`config.mk`:
```
export PLATFORM = sky130hd
export DESIGN_NAME = fir_mac_seq
export DESIGN_NICKNAME = d
export VERILOG_FILES = /design/src/rtl/fir_mac_seq.sv
export SDC_FILE = /design/constraint.sdc
export NUM_CORES = 1
export LEC_CHECK = 0
export ABC_AREA = 1
export CAP_MARGIN = 20
export CELL_PAD_IN_SITES_DETAIL_PLACEMENT = 1
export CELL_PAD_IN_SITES_GLOBAL_PLACEMENT = 2
export CORE_MARGIN = 2
export CORE_UTILIZATION = 36
export CTS_CLUSTER_SIZE = 40
export DETAILED_ROUTE_END_ITERATION = 16
export GPL_ROUTABILITY_DRIVEN = 0
export PLACE_DENSITY_LB_ADDON = 0.1
export RECOVER_POWER = 25
export SLEW_MARGIN = 20
export SYNTH_ARGS = -nofsm -noshare
export SYNTH_HDL_FRONTEND = slang
export SYNTH_SLANG_ARGS = --single-unit
```
`constraint.sdc`:
```
create_clock -name clk -period 2.8 [get_ports clk]
set_input_delay 0.7 -clock clk [delete_from_list [all_inputs] [get_ports clk]]
set_output_delay 0.7 -clock clk [all_outputs]
set_load 0.005 [all_outputs]
```
`src/rtl/fir_mac_seq.sv`:
```
// fir_mac_seq: tap sequencer that drives fir_alu through one FIR output per sample.
// Accepts a Q15 sample into a circular history, clears the ALU, issues NTAPS MACs
// (h[k] x x[n-k]), captures the Q7.9 result and offers it on a valid/ready port.
//
// Ports:
//   clk, rst              clock, synchronous active-high reset
//   in_valid/in_ready     sample handshake, in_sample = signed Q15 sample
//   coef_addr/coef_data   sync coefficient ROM (1-cycle read latency)
//   clr_acc/en_mac        fir_alu accumulator clear / multiply-accumulate strobe
//   a_q15/b_q15           fir_alu operands (coefficient, history sample)
//   y_q7_9/y_saturated    fir_alu rounded/saturated result and flag
//   out_valid/out_ready   result handshake, out_data = Q7.9, out_sat = saturated
module fir_mac_seq #(
    parameter int NTAPS = 64,
    parameter int AW    = 6
) (
    input  logic          clk,
    input  logic          rst,
    input  logic          in_valid,
    output logic          in_ready,
    input  logic [15:0]   in_sample,
    output logic [AW-1:0] coef_addr,
    input  logic [15:0]   coef_data,
    output logic          clr_acc,
    output logic          en_mac,
    output logic [15:0]   a_q15,
    output logic [15:0]   b_q15,
    input  logic [15:0]   y_q7_9,
    input  logic          y_saturated,
    output logic          out_valid,
    input  logic          out_ready,
    output logic [15:0]   out_data,
    output logic          out_sat
);

    typedef enum logic [2:0] {
        S_IDLE,
        S_CLEAR,
        S_MAC,
        S_CAPT,
        S_OUT
    } state_t;

    state_t        r_state;
    state_t        w_state_nxt;

    logic [15:0]   r_hist [NTAPS];
    logic [AW-1:0] r_wr_ptr;
    logic [AW-1:0] r_cur;
    logic [AW-1:0] r_k;
    logic          r_out_valid;
    logic [15:0]   r_out_data;
    logic          r_out_sat;

    logic [AW-1:0] w_wr_ptr_nxt;
    logic [AW-1:0] w_rd_idx;
    logic          w_last_tap;

    // Explicit wrap so NTAPS need not be a power of two.
    assign w_wr_ptr_nxt = (r_wr_ptr == AW'(NTAPS - 1)) ? '0
                                                       : r_wr_ptr + AW'(1);
    assign w_last_tap   = (r_k == AW'(NTAPS - 1));

    // History index (cur - k) mod NTAPS; k=0 is the newest sample.
    always_comb begin
        if (r_cur >= r_k) begin
            w_rd_idx = r_cur - r_k;
        end else begin
            w_rd_idx = AW'(32'(r_cur) + NTAPS - 32'(r_k));
        end
    end

    // ---------------------------------------------------------------
    // FSM state register
    // ---------------------------------------------------------------
    always_ff @(posedge clk) begin
        if (rst) begin
            r_state <= S_IDLE;
        end else begin
            r_state <= w_state_nxt;
        end
    end

    // ---------------------------------------------------------------
    // FSM next state and ALU-facing outputs
    // ---------------------------------------------------------------
    always_comb begin
        w_state_nxt = r_state;
        in_ready    = 1'b0;
        coef_addr   = '0;
        clr_acc     = 1'b0;
        en_mac      = 1'b0;
        a_q15       = '0;
        b_q15       = '0;
        unique case (r_state)
            S_IDLE: begin
                in_ready = 1'b1;
                if (in_valid) begin
                    w_state_nxt = S_CLEAR;
                end
            end
            S_CLEAR: begin
                // coef_addr=0 here so h[0] is on coef_data for tap 0.
                clr_acc     = 1'b1;
                w_state_nxt = S_MAC;
            end
            S_MAC: begin
                en_mac    = 1'b1;
                a_q15     = coef_data;
                b_q15     = r_hist[w_rd_idx];
                // Prefetch the next tap's coefficient; wraps harmlessly on the last tap.
                coef_addr = r_k + AW'(1);
                if (w_last_tap) begin
                    w_state_nxt = S_CAPT;
                end
            end
            S_CAPT: begin
                w_state_nxt = S_OUT;
            end
            S_OUT: begin
                if (out_ready) begin
                    w_state_nxt = S_IDLE;
                end
            end
            default: begin
                w_state_nxt = S_IDLE;
            end
        endcase
    end

    // ---------------------------------------------------------------
    // History, tap counter and result registers
    // ---------------------------------------------------------------
    always_ff @(posedge clk) begin
        if (rst) begin
            r_wr_ptr    <= '0;
            r_cur       <= '0;
            r_k         <= '0;
            r_out_valid <= 1'b0;
            r_out_data  <= '0;
            r_out_sat   <= 1'b0;
            for (int i = 0; i < NTAPS; i++) begin
                r_hist[i] <= '0;
            end
        end else begin
            unique case (r_state)
                S_IDLE: begin
                    if (in_valid) begin
                        r_hist[r_wr_ptr] <= in_sample;
                        r_cur            <= r_wr_ptr;
                        r_wr_ptr         <= w_wr_ptr_nxt;
                    end
                end
                S_CLEAR: begin
                    r_k <= '0;
                end
                S_MAC: begin
                    if (!w_last_tap) begin
                        r_k <= r_k + AW'(1);
                    end
                end
                S_CAPT: begin
                    // ALU result reflects the last MAC edge by now.
                    r_out_data  <= y_q7_9;
                    r_out_sat   <= y_saturated;
                    r_out_valid <= 1'b1;
                end
                S_OUT: begin
                    if (out_ready) begin
                        r_out_valid <= 1'b0;
                    end
                end
                default: begin
                    r_out_valid <= 1'b0;
                end
            endcase
        end
    end

    assign out_valid = r_out_valid;
    assign out_data  = r_out_data;
    assign out_sat   = r_out_sat;

endmodule

```
; ---- After elaboration in Yosys (flattened, before gate mapping)
; Memory sizes are Yosys's and may differ from the RTL's.
; Cells that the tools add are included.
[totals]
regBits = 39
mem_bits_rw = 1024
inputBits = 53
out_inout_bits = 59
n_memories = 1
[op_classes]
add_sub_neg = 5
magnitude_cmp = 1
n_eq_ne = 10
mux = 25
bitwise = 1
reduce_logical = 8
[memory_table]
columns = name, words, word_bits, rd, rd_ports_with_merged_regs, write_ports, line_no
row1 = r_hist, 64, 16, 1, 0, 64, 47  ; logic [15:0] r_hist [NTAPS];
[op_table]
columns = operator, count
row1 = $mux W16, 3
row2 = $mux W6, 5
row3 = $add A6 B1 Y6 const B, 3
row4 = $reduce_or A16 Y1, 1
row5 = $pmux W3 S5, 1
row6 = $eq A6 B6 Y1 const B, 2
row7 = $pmux W6 S2, 1
row8 = $sub A6 B6 Y6, 2
row9 = $mux W1, 11
row10 = $mux W3, 3
row11 = $ne A2 B2 Y1 const B, 4
row12 = $eq A3 B2 Y1 const B, 2
row13 = $ge A6 B6 Y1, 1
row14 = $reduce_and A2 Y1, 3
row15 = $eq A3 B1 Y1 const B, 1
row16 = $eq A3 B3 Y1 const B, 1
row17 = $logic_not A3 Y1, 1
row18 = $pmux W1 S3, 1
row19 = $reduce_and A3 Y1, 1
row20 = $reduce_or A3 Y1, 1
row21 = $reduce_bool A2 Y1, 1
row22 = $not A1 Y1, 1

; ---- Logic depth before layout (Yosys ltp)
; Gate-level depths: netlist (run 1).
[depth]
ltp_word = 6
ltp_mapped = 17

; ---- Worst setup path before layout (run 1)
; No wires, ideal clock.
[synth_path]
kind = register -> output
startpoint = register r_cur[0]
endpoint = output port b_q15[11]
arrival_ns = 2.335
slack_ns = -0.235
stages_incl_launch_ff = 18
n_path_buf = 3
path_cell_list = dfxtp_1 > inv_1 > ha_1 > inv_1 > fa_1 > clkbuf_1 > inv_1 > clkbuf_1 > clkbuf_1 > nand3_1 > nand2_1 > nand2_1 > nand2_1 > nand2_1 > nand3_1 > nand3_1 > nand2_1 > nor2_1
[synth_via]
elab_chain_len = 5
elab_cells_between_ends = 7
cone_classes = 3 x add/sub / 1 x order compare / 2 x mux / 1 x memory
[synth_lines]
columns = element, line_no
row1 = start: declaration, 49  ; logic [AW-1:0] r_cur;
row2 = start signal: assignment, 150  ; r_cur <= r_wr_ptr;
row3 = $add A6 B1 Y6, 69  ; w_rd_idx = AW'(32'(r_cur) + NTAPS - 32'(r_k));
row4 = $sub A6 B6 Y6, 69
row5 = $mux W6 *, 66  ; if (r_cur >= r_k) begin
row6 = $mem_v2 Z64 W16 *, --
row7 = $mux W16 *, 95  ; unique case (r_state)
row8 = end: declaration, 27  ; output logic [15:0] b_q15,
; Mark *: on every way between the ends. The rest lies on a longest branch, timed or not.

; ---- Worst setup path in the final report (run 1)
[layout_path]
startpoint = register r_cur[0]
endpoint = output port b_q15[1]
; Same word-level chain as after synthesis.

==> results of run 1 <==
## worst max-delay path: cells and delay by family, from the launching register on
| kind | cells | cell delay [ps] |
|---|---|---|
| fa+ha+maj | 2 | 900 |
| buf+inv | 6 | 820 |
| flops | 1 | 330 |
| simple gates | 9 | 1010 |
## placed cells by master, fill, tap and decap left out, types with 13 or more instances in the layout
master / synthesis / final
nand3_1: 844 / 554
nor2_2: 3 / 16
clkinv_1: 2 / 34
buf_2: 45 / 32
a21oi_1: 21 / 20
clkbuf_16: 0 / 135
clkinv_2: 0 / 18
buf_12: 0 / 170
o21ai_0: 34 / 32
nand2_4: 1 / 55
clkdlybuf4s50_1: 0 / 69
nand2_1: 1447 / 1283
nand3_2: 1 / 191
buf_16: 0 / 19
nand3_4: 0 / 100
inv_4: 1 / 13
dfxtp_1: 39 / 36
inv_1: 47 / 41
edfxtp_1: 1024 / 1024
buf_6: 0 / 51
clkbuf_1: 331 / 33
nor2_1: 1124 / 1078
nand2_2: 47 / 157
nor2_4: 1 / 35
buf_4: 2 / 248
## registers in the layout, summed over array words and instances, names as in the netlist
register	cells
r_hist	1024
out_sat	1
r_cur	6
r_k	6
r_wr_ptr	6
out_data	16
out_valid	1
r_state	3
## what timing repair did
action	4_1_cts	5_1_grt
gates resized for setup	857	171
cloned	24	0
endpoints found under the setup margin	40	38
buffers inserted	67	14
pin swaps	199	102
## cell type report
type | instances | area share [%]
Antenna cell | 2 | 0.007833
Sequential cell | 1063 | 49.35
Inverter | 69 | 0.5072
Clock buffer | 167 | 5.536
Multi-Input combinational cell | 3567 | 28.39
Tap cell | 1768 | 3.462
Clock inverter | 65 | 0.7735
Timing Repair Buffer | 622 | 11.96
Timing Repair inverter | 1 | 0.01371
## metrics by stage
| stage | hold WS [ps] | TNS (ps) | setup WS (ps) | total power [µW] |
|---|---|---|---|---|
| after floorplan | 445.3 | 0 | 0.5884 | 30190 |
| after global placement | 457.4 | -30170 | -2006 | 43410 |
| after detailed placement | 477.7 | -29720 | -1985 | 43430 |
| after CTS | 454.0 | -33060 | -1839 | 68780 |
| after global routing | 494.1 | -197930 | -1792 | 72330 |
| final | 491.5 | -33230 | -1758 | 69810 |
## cells by family (layout without fill, tap and decap cells)
logic type | after synthesis | in the layout | share of synthesized area, %
AOI/OAI and AO/OA | 56 | 56 | 0.5875
xor gates and xnor gates | 4 | 4 | 0.07248
adders and majority gates | 8 | 8 | 0.2226
buffers and inverters | 472 | 924 | 3.802
DFF | 1063 | 1063 | 65.22
other | 0 | 2 | 0
and+or+nand+nor | 3499 | 3499 | 30.10
## power by group
group          switching [µW]  total, µW  leakage (µW)  internal, µW
Clock                    6970      16400       0.00197          9390
Combinational           22700      35300        0.0127         12600
Sequential                191      18200        0.0109         18000
Total                   29800      69800        0.0256         40000
## layer usage
layer  wire, µm  global-route usage (%)  up-vias
met5         13                       0        -
met4       4594                   7.685        2
met3      14520                   4.873      230
met2      87170                   42.84     1394
met1      91560                   43.24    20520
li1           -                       -    17760
## how the worst min path moves through the flow
stage / end / from
global placement: r_cur[2] / r_cur[2]
floorplan: r_cur[0] / r_cur[0]
global route: out_data[13] / y_q7_9[13]
CTS: out_data[12] / y_q7_9[12]
detailed placement: r_cur[0] / r_cur[0]
finish: r_cur[0] / r_cur[0]
==> results.yml, run 1 <==
pwr:
  ir_worst_vdd_v: 0.0007593
  leakagePower_uw: 0.02558
  power.density_nw_per_um2: 1093
worst_setup_path:
  reg2reg_to: "r_hist[31][12]"
  rr_worst_depth: 11
  critical-path-slowest-cell: "fa_4"
  endpoint_kind: "output pin"
  slowest_delay_ps: 760
  timing.rr.start: "r_state[0]"
  cp_common_cell: "nand2_2"
  path_class: "reg2out"
  cp_max_fo: 10
  worst_setup_path_start_kind: "flop"
  path_cells: "inv_2 > ha_4 > inv_4 > fa_4 > buf_12 > inv_16 > bufbuf_16 > nand3_1 > nand2_1 > nand2_2 > nand2_2 > nand2_2 > nand3_4 > nand3_4 > nand2_4 > nor2_4 > buf_2"
  worstPathRequired_ps: 2100
  rrSetupSlack_ps: -20
  crit_arrival_ps: 3860
  critical_path.endpoint: "b_q15[1]"
  worstSetupStartpoint: "r_cur[0]"
routing:
  vias: 39900
  ant_nets: 0
  avgViaCountPerCell: 5.448
  wl_per_cell_um: 27.02
  drt_iter0_drc: 4135
  drtPass1Iterations: 6
  drc_errors: 0
  wl_um: 197900
sta:
  hold_violations: 0
  clock_skew_ps: 26.74
  setup_slack_ps: -1758
  rsz0062_at_grt: "true"
  worst_pin_slew_ps: 1109
  drv_slew: 0
  period_minus_slack_ps: 4558
  fmax_mhz: 219.4
  slew_headroom_pct: 26.05
  fin_crit_sh_pct: 162.8
  setup_violations: 54
status:
  outcome: "complete, but fails checks"
  violations: "setup timing"
floorplan:
  io_pins: 112
  initial_core_util_pct: 36.23
  die_w_um: 370.5
  die-area_um2: 137200
  core_area_um2: 133500
  rows: 134
  fp.dieH_um: 370.5
synth:
  syn_area_um2: 48350
  postSynthAreaPerCell_um2: 9.476
  synth_area_leaders: "edfxtp_1 64%, nand2_1 11%, nand3_1 8.7%"
  postSynthNetCount: 5163
  postSynth.asyncResetShare_pct: 0
  synth_ff_type: "edfxtp_1"
  ys_ff_latch: 1063
  synth.most_common_cell: "nand2_1"
  seq_area_frac_synth_pct: 65.22
  yosys_warnings: 0
  syn_inst: 5102
  synth_cell_types: 37
  synth_top_cell_by_area: "edfxtp_1"
  synth_top_area_share_pct: 63.60
  synth-edff-count: 1024
  synth_commonest_cells: "1447 x nand2_1, 1124 x nor2_1, 1024 x edfxtp_1"
global_routing:
  grt_pass1_vias: 39850
  grt_pass1_wl_um: 285700
  antenna_found_initial: 5
  grt.total_usage_pct: 28.80
  grt_max_degree: 65
  overflow: 0
clock_network:
  clk_pin_slew_ps: 50
  clk_latency_ps: 770
  cts_hold_buffers: 0
  cts_htree_levels: 4
  clockBufferDepth: 3
  cts_tree: "yes"
  numCtsBuffers: 130
  cts_root_buffer: "clkbuf_16"
  clock-sinks: 1063
min_path:
  min-delay-path-class: "reg2reg"
  hold_depth: 2
final_layout:
  final_util_pct: 47.88
  nFillCells: 14520
  drive_gt1_share_pct: 23.77
  syn2layout_area_growth_pct: 32.17
  nets: 5515
  instances_no_fill: 7324
  multi_input_area_um2: 18140
  seq_area_um2: 31540
  finalInstanceArea_um2: 63900
flow_run:
  maxCapViolCount: 0
placed_design:
  dpl-instance-area_um2: 55450
  place_hpwl_um: 125700
  dp_cells: 7015
  portBuffers: 111
(Power assumes the default switching activity.)
==> run 2, diff against run 1 <==
--- a/config.mk
+++ b/config.mk
@@ -6,7 +6,6 @@
 export NUM_CORES = 1
 export LEC_CHECK = 0
 export ABC_AREA = 1
-export CAP_MARGIN = 20
 export CELL_PAD_IN_SITES_DETAIL_PLACEMENT = 1
 export CELL_PAD_IN_SITES_GLOBAL_PLACEMENT = 2
 export CORE_MARGIN = 2
@@ -15,7 +14,7 @@
 export DETAILED_ROUTE_END_ITERATION = 16
 export GPL_ROUTABILITY_DRIVEN = 0
 export PLACE_DENSITY_LB_ADDON = 0.1
-export RECOVER_POWER = 25
+export RECOVER_POWER = 100
 export SLEW_MARGIN = 20
 export SYNTH_ARGS = -nofsm -noshare
 export SYNTH_HDL_FRONTEND = slang
==> results.yml, run 2 (synthesis results as in run 1) <==
status:
  outcome: "complete, but fails checks"
  violations: "setup timing"
global_routing:
  grt-busiest-layer: "met1"
  met2_usage_pct: 42.84
  grt_pass1_wl_um: 285700
  met1_usage_pct: 43.24
  grt.total_usage_pct: 28.80
  antenna_found_initial: 5
  grt_max_degree: 65
  use_met3_pct: 4.873
  overflow: 0
  grt_pass1_vias: 39850
sta:
  setup_violations: 58
  clock_skew_ps: 24.71
  worst_pin_slew_ps: 1103
  fmax_mhz: 220.2
  period_minus_slack_ps: 4542
  drv_slew: 0
  fin_crit_sh_pct: 162.2
  slew_headroom_pct: 26.47
  hold_violations: 0
  setup_slack_ps: -1742
  rsz0062_at_grt: "true"
worst_setup_path:
  crit_arrival_ps: 3840
  path_class: "reg2out"
  worstPathRequired_ps: 2100
  cp_max_fo: 10
  endpoint_kind: "output pin"
  worst_setup_path_start_kind: "flop"
placed_design:
  dpl-instance-area_um2: 55450
  portBuffers: 111
  place_hpwl_um: 125700
final_layout:
  nets: 5515
  largest_register: "r_hist"
  drive_gt1_share_pct: 23.68
  most-common-layout-cells: "1287 x nand2_1, 1078 x nor2_1, 1024 x edfxtp_1"
  finalInstanceArea_um2: 63870
  largest_reg_flops: 1024
  final_common_cell: "nand2_1"
  syn2layout_area_growth_pct: 32.10
  nFillCells: 14520
clock_network:
  cts_htree_levels: 4
  clk_pin_slew_ps: 50
  clockBufferDepth: 3
  numCtsBuffers: 130
  clk_latency_ps: 770
  clock-sinks: 1063
  cts_tree: "yes"
  cts_root_buffer: "clkbuf_16"
min_path:
  min-delay-path-class: "reg2reg"
pwr:
  power.density_nw_per_um2: 1093
  total_power_uw: 69800
  ir_worst_vdd_v: 0.0007588
  leakagePower_uw: 0.02562
routing:
  vias: 39930
  wl_per_cell_um: 27.02
  drtPass1Iterations: 5
  drt_iter0_drc: 4189
  drc_errors: 0
  avgViaCountPerCell: 5.451
  wl_um: 197900
  ant_nets: 0
floorplan:
  rows: 134
  die_w_um: 370.5
  die-area_um2: 137200
  initial_core_util_pct: 36.23
  io_pins: 112
  core_area_um2: 133500
  fp.dieH_um: 370.5
flow_run:
  maxCapViolCount: 0
-- run 2: changes by cell type in the layout (fill, tap and decap cells not counted), moves of 3 or more --
| cell | before | now |
|---|---|---|
| buf_4 | 248 | 245 |
| dlygate4sd3_1 | 1 | 19 |
| nand2_2 | 157 | 153 |
| clkdlybuf4s50_1 | 69 | 51 |
| nand2_1 | 1283 | 1287 |
-- run 2: path summary, 6_finish.rpt --
check / slack (ps) / cells after the start / end / from
setup / recovery: -1740 / 17 / b_q15[1] / r_cur[0]
hold reg to reg: 490 / 2 / r_cur[0] / r_cur[0]
hold / removal: 490 / 2 / r_cur[0] / r_cur[0]
setup reg to reg: -20 / 11 / r_hist[31][7] / r_state[2]
-- run 2: area by class of cell --
class / count / area, µm² / share of cell area (%)
Sequential cell: 1063 / 31540 / 49.38
Multi-Input combinational cell: 3567 / 18120 / 28.37
Timing Repair Buffer: 622 / 7626 / 11.94
Clock buffer: 167 / 3537 / 5.538
Tap cell: 1768 / 2212 / 3.464
Clock inverter: 65 / 494.2 / 0.7738
Inverter: 69 / 324.1 / 0.5074
Timing Repair inverter: 1 / 8.758 / 0.01371
Antenna cell: 3 / 7.507 / 0.01175
-- run 2: worst max-delay path, cell delays in order (launching register included) --
cell	delay (ps)
dfxtp_2	330
inv_2	70
ha_4	140
inv_4	30
fa_4	760
buf_12	160
inv_16	90
bufbuf_16	300
nand3_1	130
nand2_1	80
nand2_2	120
nand2_2	60
nand2_2	70
nand3_4	120
nand3_4	140
nand2_4	60
nor2_4	210
buf_2	160
-- run 2: timing repair --
item / in CTS / in global routing
cloned: 24 / 0
pin swaps: 199 / 102
gates resized for setup: 857 / 171
hold buffers: 0 / 0
buffers inserted: 67 / 14
setup endpoints to repair: 40 / 38
-- run 2: routing by layer --
layer	up-vias	wire length [µm]
met2	1369	87400
met4	2	4401
met3	220	14020
li1	17760	-
met1	20580	92050
met5	-	13
-- run 2: where the power goes --
| part | leakage [µW] | total (µW) | switching (µW) | internal, µW |
|---|---|---|---|---|
| sequential | 0.0109 | 18200 | 191 | 18000 |
| combinational | 0.0128 | 35300 | 22600 | 12600 |
| clock | 0.00197 | 16400 | 6980 | 9390 |
| total | 0.0256 | 69800 | 29800 | 40000 |
-- run 2: metrics by stage --
stage	hold slack (ps)	instances	utilization, %	setup WS, ps	TNS, ps
after detailed placement	477.7	7015	41.55	-1985	-29720
after global routing	494.1	7324	47.85	-1792	-201800
final	492.7	7325	47.85	-1742	-33400
after CTS	454.0	7322	47.61	-1839	-33060
after floorplan	445.3	5102	-	0.5884	0
after global placement	457.4	7015	41.55	-2006	-30170
